===== config.mk =====
export PLATFORM = sky130hd
export DESIGN_NAME = debug_display_arbiter
export DESIGN_NICKNAME = d
export VERILOG_FILES = /design/src/rtl/debug_display_arbiter.sv
export SDC_FILE = /design/constraint.sdc
export NUM_CORES = 1
export LEC_CHECK = 0
export BUFFER_PORTS_ARGS = -buffer_cell sky130_fd_sc_hd__buf_2
export CAP_MARGIN = 20
export CORE_ASPECT_RATIO = 0.5
export CORE_MARGIN = 2
export CORE_UTILIZATION = 45
export DETAILED_ROUTE_END_ITERATION = 8
export PLACE_DENSITY_LB_ADDON = 0.2
export SETUP_SLACK_MARGIN = 0.15
export SYNTH_ARGS = -nofsm -noshare
export SYNTH_HDL_FRONTEND = slang
export SYNTH_SLANG_ARGS = --single-unit

===== constraint.sdc =====
create_clock -name clk -period 4.68 [get_ports clk]
set_clock_uncertainty 0.05 [all_clocks]
set_input_delay 0.468 -clock clk [delete_from_list [all_inputs] [get_ports clk]]
set_output_delay 0.468 -clock clk [all_outputs]
set_load 0.01 [all_outputs]

===== src/rtl/debug_display_arbiter.sv =====
// debug_display_arbiter: shares one 16-bit debug display among NUM_SRC requesters via timed or button-driven selection.
// Optional DEBUG_DISP_SRC_TAG_EN puts the source index on the leftmost digit.
module debug_display_arbiter #(
  parameter int NUM_SRC = 4,
  parameter int DWELL_CYCLES = 50_000_000,
  parameter int DEBOUNCE_CYCLES = 1_000_000,
  localparam int SW = (NUM_SRC > 1) ? $clog2(NUM_SRC) : 1
) (
  input  logic                  clk,
  input  logic                  rst_n,
  input  logic [NUM_SRC-1:0]    src_req,
  input  logic [16*NUM_SRC-1:0] src_data,
  output logic [NUM_SRC-1:0]    src_ack,
  input  logic [NUM_SRC-1:0]    src_en,
  input  logic                  mode_auto,
  input  logic                  freeze,
  input  logic                  btn_next,
  output logic [15:0]           number_out,
  output logic                  disp_valid,
  output logic [SW-1:0]         src_sel,
  output logic [NUM_SRC-1:0]    led_out
);
  localparam int DW = (DWELL_CYCLES > 1) ? $clog2(DWELL_CYCLES) : 1;
  localparam int BW = (DEBOUNCE_CYCLES > 1) ? $clog2(DEBOUNCE_CYCLES) : 1;
  typedef enum logic {WAIT, SHOW} state_t;
  state_t state_q, state_d;
  logic sync1_q, sync2_q, deb_q, deb_d, mode_q;
  logic [BW-1:0] deb_cnt_q, deb_cnt_d;
  logic [DW-1:0] dwell_q, dwell_d;
  logic [SW-1:0] sel_q, sel_d, next_sel, cand;
  logic [15:0] num_q, num_d;
  logic [NUM_SRC-1:0] ack_q, ack_d;
  logic mism, deb_done, btn_adv, tmr_on, tmr_adv, adv, cap, found;
  always_comb begin
    mism = sync2_q != deb_q;
    deb_done = mism && deb_cnt_q == BW'(DEBOUNCE_CYCLES - 1);
    deb_cnt_d = (mism && !deb_done) ? deb_cnt_q + 1'b1 : '0;
    deb_d = deb_done ? sync2_q : deb_q;
    btn_adv = deb_done && sync2_q;
    tmr_on = mode_auto && !freeze;
    tmr_adv = tmr_on && dwell_q == DW'(DWELL_CYCLES - 1);
    adv = btn_adv || tmr_adv;
    dwell_d = (adv || mode_auto != mode_q) ? '0 : tmr_on ? dwell_q + 1'b1 : dwell_q;
    // first enabled index after the current one; stays put when none other is enabled
    next_sel = sel_q;
    cand = '0;
    found = 1'b0;
    for (int i = 1; i < NUM_SRC; i++) begin
      cand = SW'((int'(sel_q) + i) % NUM_SRC);
      if (!found && src_en[cand]) begin
        next_sel = cand;
        found = 1'b1;
      end
    end
    cap = !adv && !freeze && src_req[sel_q];
    sel_d = adv ? next_sel : sel_q;
    num_d = adv ? '0 : cap ? src_data[{sel_q, 4'b0000} +: 16] : num_q;
    ack_d = cap ? NUM_SRC'(1) << sel_q : '0;
    state_d = adv ? WAIT : cap ? SHOW : state_q;
  end
  always_ff @(posedge clk) begin
    if (!rst_n) begin
      sync1_q <= 1'b0;
      sync2_q <= 1'b0;
      deb_q <= 1'b0;
      deb_cnt_q <= '0;
      dwell_q <= '0;
      mode_q <= 1'b0;
      sel_q <= '0;
      num_q <= '0;
      ack_q <= '0;
      state_q <= WAIT;
    end else begin
      sync1_q <= btn_next;
      sync2_q <= sync1_q;
      deb_q <= deb_d;
      deb_cnt_q <= deb_cnt_d;
      dwell_q <= dwell_d;
      mode_q <= mode_auto;
      sel_q <= sel_d;
      num_q <= num_d;
      ack_q <= ack_d;
      state_q <= state_d;
    end
  end
  assign src_ack = ack_q;
  assign src_sel = sel_q;
  assign led_out = NUM_SRC'(1) << sel_q;
  assign disp_valid = state_q == SHOW;
`ifdef DEBUG_DISP_SRC_TAG_EN
  assign number_out = {4'(sel_q), num_q[11:0]};
`else
  assign number_out = num_q;
`endif
endmodule


# Yosys cells after proc, flatten, opt, wreduce, memory -nomap -nowiden
# Index checks and enable logic that the tools add are counted.
# word_totals
elab_cells	61
out_inout_bits	27
register_bits	73
in_bits	77
# op_classes
n_shift	2
n_addsub	5
mux	13
bitwise_logic	1
n_lt_le_gt_ge	4
n_reduce_logical	22
eq_ne	4
# ops
operator	count
$shiftx 64x7->16	1
$add 26x1->26 const B	1
$eq 26x26->1 const B	1
$add 20x1->20 const B	1
$eq 20x20->1 const B	1
$lt 2x3->1 const B	4
$logic_and 1x1->1	9
$bmux 1 s2	4
$mux 1	6
$mux 2	3
$reduce_and 2->1	3
$logic_not 1->1	5
$add 2x2->2 const B	2
$reduce_or 2->1	2
$shl 1x2->4 const A	1
$reduce_bool 3->1	1
$add 2x1->2 const B	1
$logic_or 1x1->1	2
$ne 1x1->1	2
$not 1->1	1

# Logic depth before layout (Yosys ltp)
# Gate-level depths: netlist of run 1.
# depth
ltp_word	11
ltp_mapped	8

# Worst setup path before layout of run 1
# No wires, ideal clock.
# synth_path
kind	register to register
startpoint	reg sel_q[1], in the netlist src_sel[1]
endpoint	reg sel_q[1], in the netlist src_sel[1]
stages_incl_launch_ff	8
synth_period_minus_slack_ps	2490
path_slack_ps	2190
t_arrival_ps	2324
n_path_buf	2
path_cell_list	dfxtp_1 -> buf_2 -> buf_1 -> inv_1 -> ha_1 -> mux4_2 -> a2111oi_1 -> and3b_1
# synth_via
elab_chain_cells	11
elab_cells_between_ends	20
cone_classes	add/sub (3); mux (11); reduce/logical (6)
# synth_rtl
element	line	source
start, declared	30	logic [SW-1:0] sel_q, sel_d, next_sel, cand;
start signal, assigned	80	sel_q <= sel_d;
$add 2x1->2	49	cand = SW'((int'(sel_q) + i) % NUM_SRC);
$bmux 1 s2	50	if (!found && src_en[cand]) begin
$mux 1 (not written as such)	50	
$mux 1	50	
$logic_not 1->1	50	
$logic_and 1x1->1	50	
$mux 1	50	
$logic_not 1->1	50	
$logic_and 1x1->1	50	
$reduce_bool 3->1 (no line)	n/a	
$reduce_and 2->1 (no line)	n/a	
# Parallel ways exist; a longest one is shown, timed or not. The select of a mux whose other input is x is not followed.
# A chain may end at the register's enable or synchronous reset.

# Worst setup path after layout of run 1
# Same ends and word-level chain as after synthesis.

==> run metrics, run 1 <==
status=finished, final reports clean; CTS tree=yes; Final nets=546; net load switching power=approximately 0.3 mW; hold buffers post-CTS=0; post-CTS sizing=0; WL final=7680 um; Congestion Overflow GR=0; Sw Share=about a fifth; Synth Warn #=0; total power draw=approximately 1.5 mW; Pint=between 1 and 1.5 mW; number of global-route vias before repair=around 2600; static leakage=approximately 1.8 nW; n_diodes=0; number of buffers created by CTS=9; post-layout min period=2.63 ns; Seq pwr share=42.8%; synthesized area per cell=10.2 um2; total number of vias=2901; register area share after synthesis=39.8%; Gate power share=6.5%; RSZ-0062 raised after global routing=no; Slew Viols, Final=0; Reg clk slew, reported paths=0.05 ns; P per Cell Area=322 mW/mm2; Slew HR=34.4%; Post-CTS Setup Inserts=0; Layout area overhead=25.9%; Die Span Y=67.9 um; Post-Syn Area=0.00367 mm2; WS Path Type=reg2reg; Fin. Hold Viols=0; global-route wire length before repair=12600 um; Clock Sinks=73; Rows=23; initial antenna violation count=0; GR Util met3=7.11%; GRT busiest layer=met2; H-tree level count=3; Critical Path End Type=register; routed len/inst=roughly 13 um; drt first pass iters=4; DP HPWL=5560 um; routability-driven placement congestion ratio=slightly below 0.8; largest net degree at the start of global routing=28; Iter 0 DRT Violations=123; Netlist cell types=between 40 and 50; CP max FO=23; crit start category=register; M2 GR Usage=28.7%; Net Count, Synth=444; layout cells sized above 1=roughly 33%; Crit path arrival time=2.81 ns; VDD IR max=between 200 and 250 uV; ANT nets after route=0; I/O pins=roughly 100; post-synthesis cell count=361; clk root buf=clkbuf_16; Initial Util=46.1%; Total GRT Usage=18.1%; vias per cell=5.00; clock share of power=about half; fin crit share=56.2%; # port buffers=103; clk buf depth=2; die width=132 um; fmax=0.380 GHz; setup TNS=0 ns; met1 usage=22.8%; Slew @ Worst Pin=0.983 ns; DIE AREA=0.00894 mm2; Core Area=0.00797 mm2; final setup fails=0; hold crit path type=in2reg; CP Data Required Time=4.86 ns; clk_lat worst skew=between 0.3 and 0.4 ns; DRC Markers=0; MaxCap Viol Count=0; register bit total from synthesis=73
## per-layer routing
metal	vias up	part of all wire [%]
li1	1478	-
met1	1349	48
met2	64	45
met3	10	5.6
met4	0	1.4
met5	-	0
## kinds of logic (layout without fill, tap and decap cells)
kind of cell / after synthesis / in the layout / synth area share, %
simple gates: 169 / 169 / 25.3
flops: 73 / 73 / 39.8
xor+xnor: 45 / 45 / 10.7
mux: 39 / 39 / 17.4
buf+inv: 21 / 128 / 2.62
compound gates: 8 / 8 / 2.08
fa+ha+maj: 6 / 6 / 2.04
## Yosys cell counts (all sizes together)
cell type / count / share of area, %
dfxtp: 73 / 40
nor2: 72 / 7.4
xor2: 28 / 6.7
mux4: 20 / 12
mux2i: 19 / 5.2
nand2: 18 / 1.8
xnor2: 17 / 4.1
nand4: 15 / 2.6
nand3: 12 / 1.9
buf: 10 / 1.5
and3: 8 / 1.4
inv: 8 / 0.82
and4: 7 / 1.7
ha: 6 / 2.0
nor3: 6 / 0.82
and2: 5 / 0.85
nor4: 5 / 1.6
nor2b: 4 / 0.68
clkbuf: 3 / 0.31
nor4b: 3 / 1.1
a32oi: 2 / 0.99
and3b: 2 / 0.48
nor4bb: 2 / 0.55
o21ai: 2 / 0.27
a2111oi: 1 / 0.27
a211oi: 1 / 0.20
a21boi: 1 / 0.20
a21oi: 1 / 0.14
and2b: 1 / 0.24
and4b: 1 / 0.27
nand2b: 1 / 0.17
nand3b: 1 / 0.20
nand4b: 1 / 0.24
nand4bb: 1 / 0.31
nor3b: 1 / 0.34
or2: 1 / 0.17
or3: 1 / 0.17
or4: 1 / 0.31
## registers in the layout (all words and copies together), names as in the netlist
register,count
src_ack,4
sync1_q,1
sync2_q,1
deb_q,1
number_out,16
disp_valid,1
src_sel,2
dwell_q,26
mode_q,1
deb_cnt_q,20
## through the flow
step	setup slack (ns)	utilization [%]	std cells	instance area [um2]	hold slack, ns
floorplan	2.19	-	361	3670	0.362
global placement	1.91	53.5	563	4270	0.366
detailed placement	2.02	53.9	564	4290	0.374
CTS	2.02	58.0	580	4620	0.280
global route	1.82	58.0	580	4620	0.303
finish	2.05	58.0	580	4620	0.290
## power by group through the flow
stage / Clock (mW) / Combinational, mW / Sequential [mW]
detailed placement: 0 / 0.0985 / 0.650
CTS: 0.769 / 0.0986 / 0.637
floorplan: 0 / 0.0442 / 0.654
finish: 0.753 / 0.0971 / 0.637
global placement: 0 / 0.0938 / 0.650
global route: 0.806 / 0.107 / 0.638
## cells in the final DEF, fill, tap and decap left out, types with 2 or more instances in the layout
cell	count
buf_2	103
nor2_1	72
dfxtp_1	72
xor2_1	28
mux4_2	20
mux2i_1	19
nand2_1	18
xnor2_1	17
nand4_1	15
nand3_1	10
clkbuf_16	9
inv_1	8
and3_1	8
and4_1	6
nor3_1	6
ha_1	6
and2_1	5
nor2b_1	3
nand3_2	2
nor4bb_1	2
nor4b_1	2
nor4_2	2
nor4_1	2
and3b_1	2
bufinv_16	2
clkbuf_8	2
clkinv_2	2
## worst paths after layout
check                           depth (start not counted)       start  slack (ns)    endpoint
worst min register to register                          1     sync1_q        0.38     sync2_q
worst max-delay path                                    5  src_sel[1]        2.05  src_sel[1]
worst max register to register                          5  src_sel[1]        2.05  src_sel[1]
worst min-delay path                                    2    btn_next        0.29     sync1_q
## critical path, stage by stage (launching register included)
cell and delay (ns):
dfxtp_1 0.96, inv_1 0.18, ha_1 0.40, mux4_2 0.35
a2111oi_1 0.37, and3b_1 0.21
## final cells by class
type,count,area [um2]
clock buffer,11,253
timing repair buffer,104,543
inverter,8,30.0
clock inverter,5,77.6
multi-input combinational,267,2120
fill,716,3350
tap,112,140
sequential,73,1460
Power figures use the tool's default switching activity.
==> run 2: changes to the inputs <==
Clock period 4.68 ns to 2.1 ns, I/O delays scaled along.
==> run 2 against run 1 <==
Against the previous run: clock-buffer cell count down 1; die area unchanged; total power increased by 120%; clock power up 110%; global-route usage decreased by 0.050 points; combinational power up 140%; sequential power increased by 120%; cell count up 2.1%; critical endpoint unchanged; worst setup slack got worse by 1.8 ns; largest cell class unchanged; highest routed layer unchanged.
==> run metrics, run 2 (synthesis gave the netlist of run 1 again) <==
status=finished, final reports clean; most frequent cells in the layout=buf_2 (103), nor2_1 (72), dfxtp_1 (71); initial antenna violation count=0 (unchanged); P per Cell Area=679 mW/mm2 (+110%); hold_sp=btn_next; WS Path Type=reg2reg; Core Area=0.00797 mm2 (unchanged); H-tree level count=3 (unchanged); static leakage=1.89 nW (+4.5%); Clock Sinks=73 (unchanged); MaxCap Viol Count=0 (unchanged); n_diodes=0 (unchanged); routed len/inst=13.2 um (+0.12%); CP cell instances=mux4_2 -> nor3b_2 -> a211oi_2 -> a2111oi_2 -> and3b_1; hold path endpoint=sync1_q; # port buffers=103 (unchanged); largest net degree at the start of global routing=27 (-3.6%); Max stage delay on crit path=0.54 ns (-0.42 ns); number of global-route vias before repair=2669 (+3.2%); layout cells sized above 1=36.3% (+3.3 points); worst path bufs/invs=0 (-1); Final Non-Filler Cells=592 (+2.1%); number of buffers created by CTS=9 (unchanged); clk buf depth=2 (unchanged); Total GRT Usage=18.1% (-0.050 points); setup TNS=0 ns (unchanged); placed cell areas=0.00441 mm2 (+2.8%); Slew Viols, Final=0 (unchanged); slack of the worst reg-to-reg path=0.24 ns (-1.81 ns); WHS Path Cells=2 (unchanged); drt first pass iters=4 (unchanged); global-route wire length before repair=12600 um (+0.60%); Fin. Hold Viols=0 (unchanged); DRC Markers=0 (unchanged); Rows=23 (unchanged); DP HPWL=5620 um (+1.1%); DIE AREA=0.00894 mm2 (unchanged); clk root buf=clkbuf_16; I/O pins=104 (unchanged); Initial Util=46.1% (unchanged); fmax=0.537 GHz (+41%); RSZ-0062 raised after global routing=yes; reg-to-reg endpoint=src_sel[1]; clk_lat worst skew=0.34 ns (about the same); most common cell after layout, fill and taps aside=buf_2; crit start category=register; R2R cell count=5 (unchanged); slowest CP cell=mux4_2; Slew @ Worst Pin=0.401 ns (-0.583 ns); worst r2r src=src_sel[0]; Top reg by flops=dwell_q; Critical Path End Type=register; VDD IR max=410 uV (+75%); Final nets=558 (+2.2%); pre-CTS setup slack=0.148 ns (-1.87 ns); CP Data Required Time=2.28 ns (-2.58 ns); number of flip-flops in the largest register=26 (unchanged); placed insts=574 (+1.8%); vias per cell=4.99 (-0.27%); final setup fails=0 (unchanged); Slew HR=73.2% (+39 points); hold buffers post-CTS=0 (unchanged); Reg clk slew, reported paths=0.06 ns (about the same); Crit path arrival time=2.04 ns (-0.77 ns); fin area=0.00476 mm2 (+2.9%); CP max FO=11 (-52%); Setup WS post-layout=0.237 ns (-1.81 ns); Die Span Y=67.9 um (unchanged); hold crit path type=in2reg; Layout area overhead=29.5%; WL final=7840 um (+2.2%); Iter 0 DRT Violations=136 (+11%); post-layout min period=1.86 ns (-0.769 ns); family with the most delay on the worst path=multiplexers; total number of vias=2953 (+1.8%); routability-driven placement congestion ratio=0.732 (-6.0%); CTS tree=yes; Congestion Overflow GR=0 (unchanged); fin crit share=88.7% (+32 points); ANT nets after route=0 (unchanged); die width=132 um (unchanged)
[run 2: where the power goes]
part           internal (mW)  total, mW  leakage (nW)  switching (mW)
logic                  0.129      0.229          1.14           0.101
clock network          0.991       1.58         0.154           0.594
registers               1.40       1.42         0.593          0.0113
total                   2.52       3.23          1.89           0.706
[run 2: final cells by class]
cell class / instances / area (um2)
Clock buffer: 10 / 250
Sequential cell: 73 / 1470
Multi-Input combinational cell: 267 / 2160
Clock inverter: 6 / 65.1
Tap cell: 112 / 140
Timing Repair Buffer: 116 / 638
Fill cell: 712 / 3210
Inverter: 8 / 35.0
[run 2: timing repair]
action / in CTS / in global routing
gates resized for setup: 0 / 2
pin swaps: 0 / 2
setup buffers: 1 / 1
endpoints found under the setup margin: 1 / 37
[run 2: per-layer routing]
| metal | GRT usage, % | wire (um) | vias up |
|---|---|---|---|
| met5 | 0 | 0 | - |
| met4 | 6.25 | 108 | 0 |
| met3 | 6.81 | 440 | 11 |
| met2 | 27.9 | 3400 | 70 |
| met1 | 23.6 | 3890 | 1362 |
| li1 | - | - | 1510 |
[run 2: worst max-delay path by stage]
stage	startpoint	to	slack, ns	depth (start not counted)
floorplan	src_sel[1]	src_sel[1]	0.15	7
finish	src_sel[0]	src_sel[1]	0.24	5
detailed placement	src_sel[0]	src_sel[1]	0.15	5
CTS	deb_cnt_q[0]	src_sel[0]	0.16	6
global placement	src_sel[0]	src_sel[1]	0.18	5
global route	deb_cnt_q[7]	src_sel[1]	0.13	6
[run 2: per-stage QoR]
| stage | hold WS [ns] | power (mW) | utilization, % |
|---|---|---|---|
| floorplan | 0.282 | 1.55 | - |
| global placement | 0.367 | 1.67 | 55.3 |
| detailed placement | 0.372 | 1.67 | 55.3 |
| CTS | 0.0239 | 3.27 | 59.4 |
| global route | 0.0389 | 3.35 | 59.7 |
| finish | 0.0331 | 3.23 | 59.7 |
[run 2: worst register-to-register path, delay by kind of cell, from the launching register on]
| kind | cells | cell delay, ns |
|---|---|---|
| multiplexers | 1 | 0.55 |
| flip-flops | 1 | 0.44 |
| AND/OR/NAND/NOR | 2 | 0.41 |
| AO/OA/AOI/OAI | 2 | 0.31 |
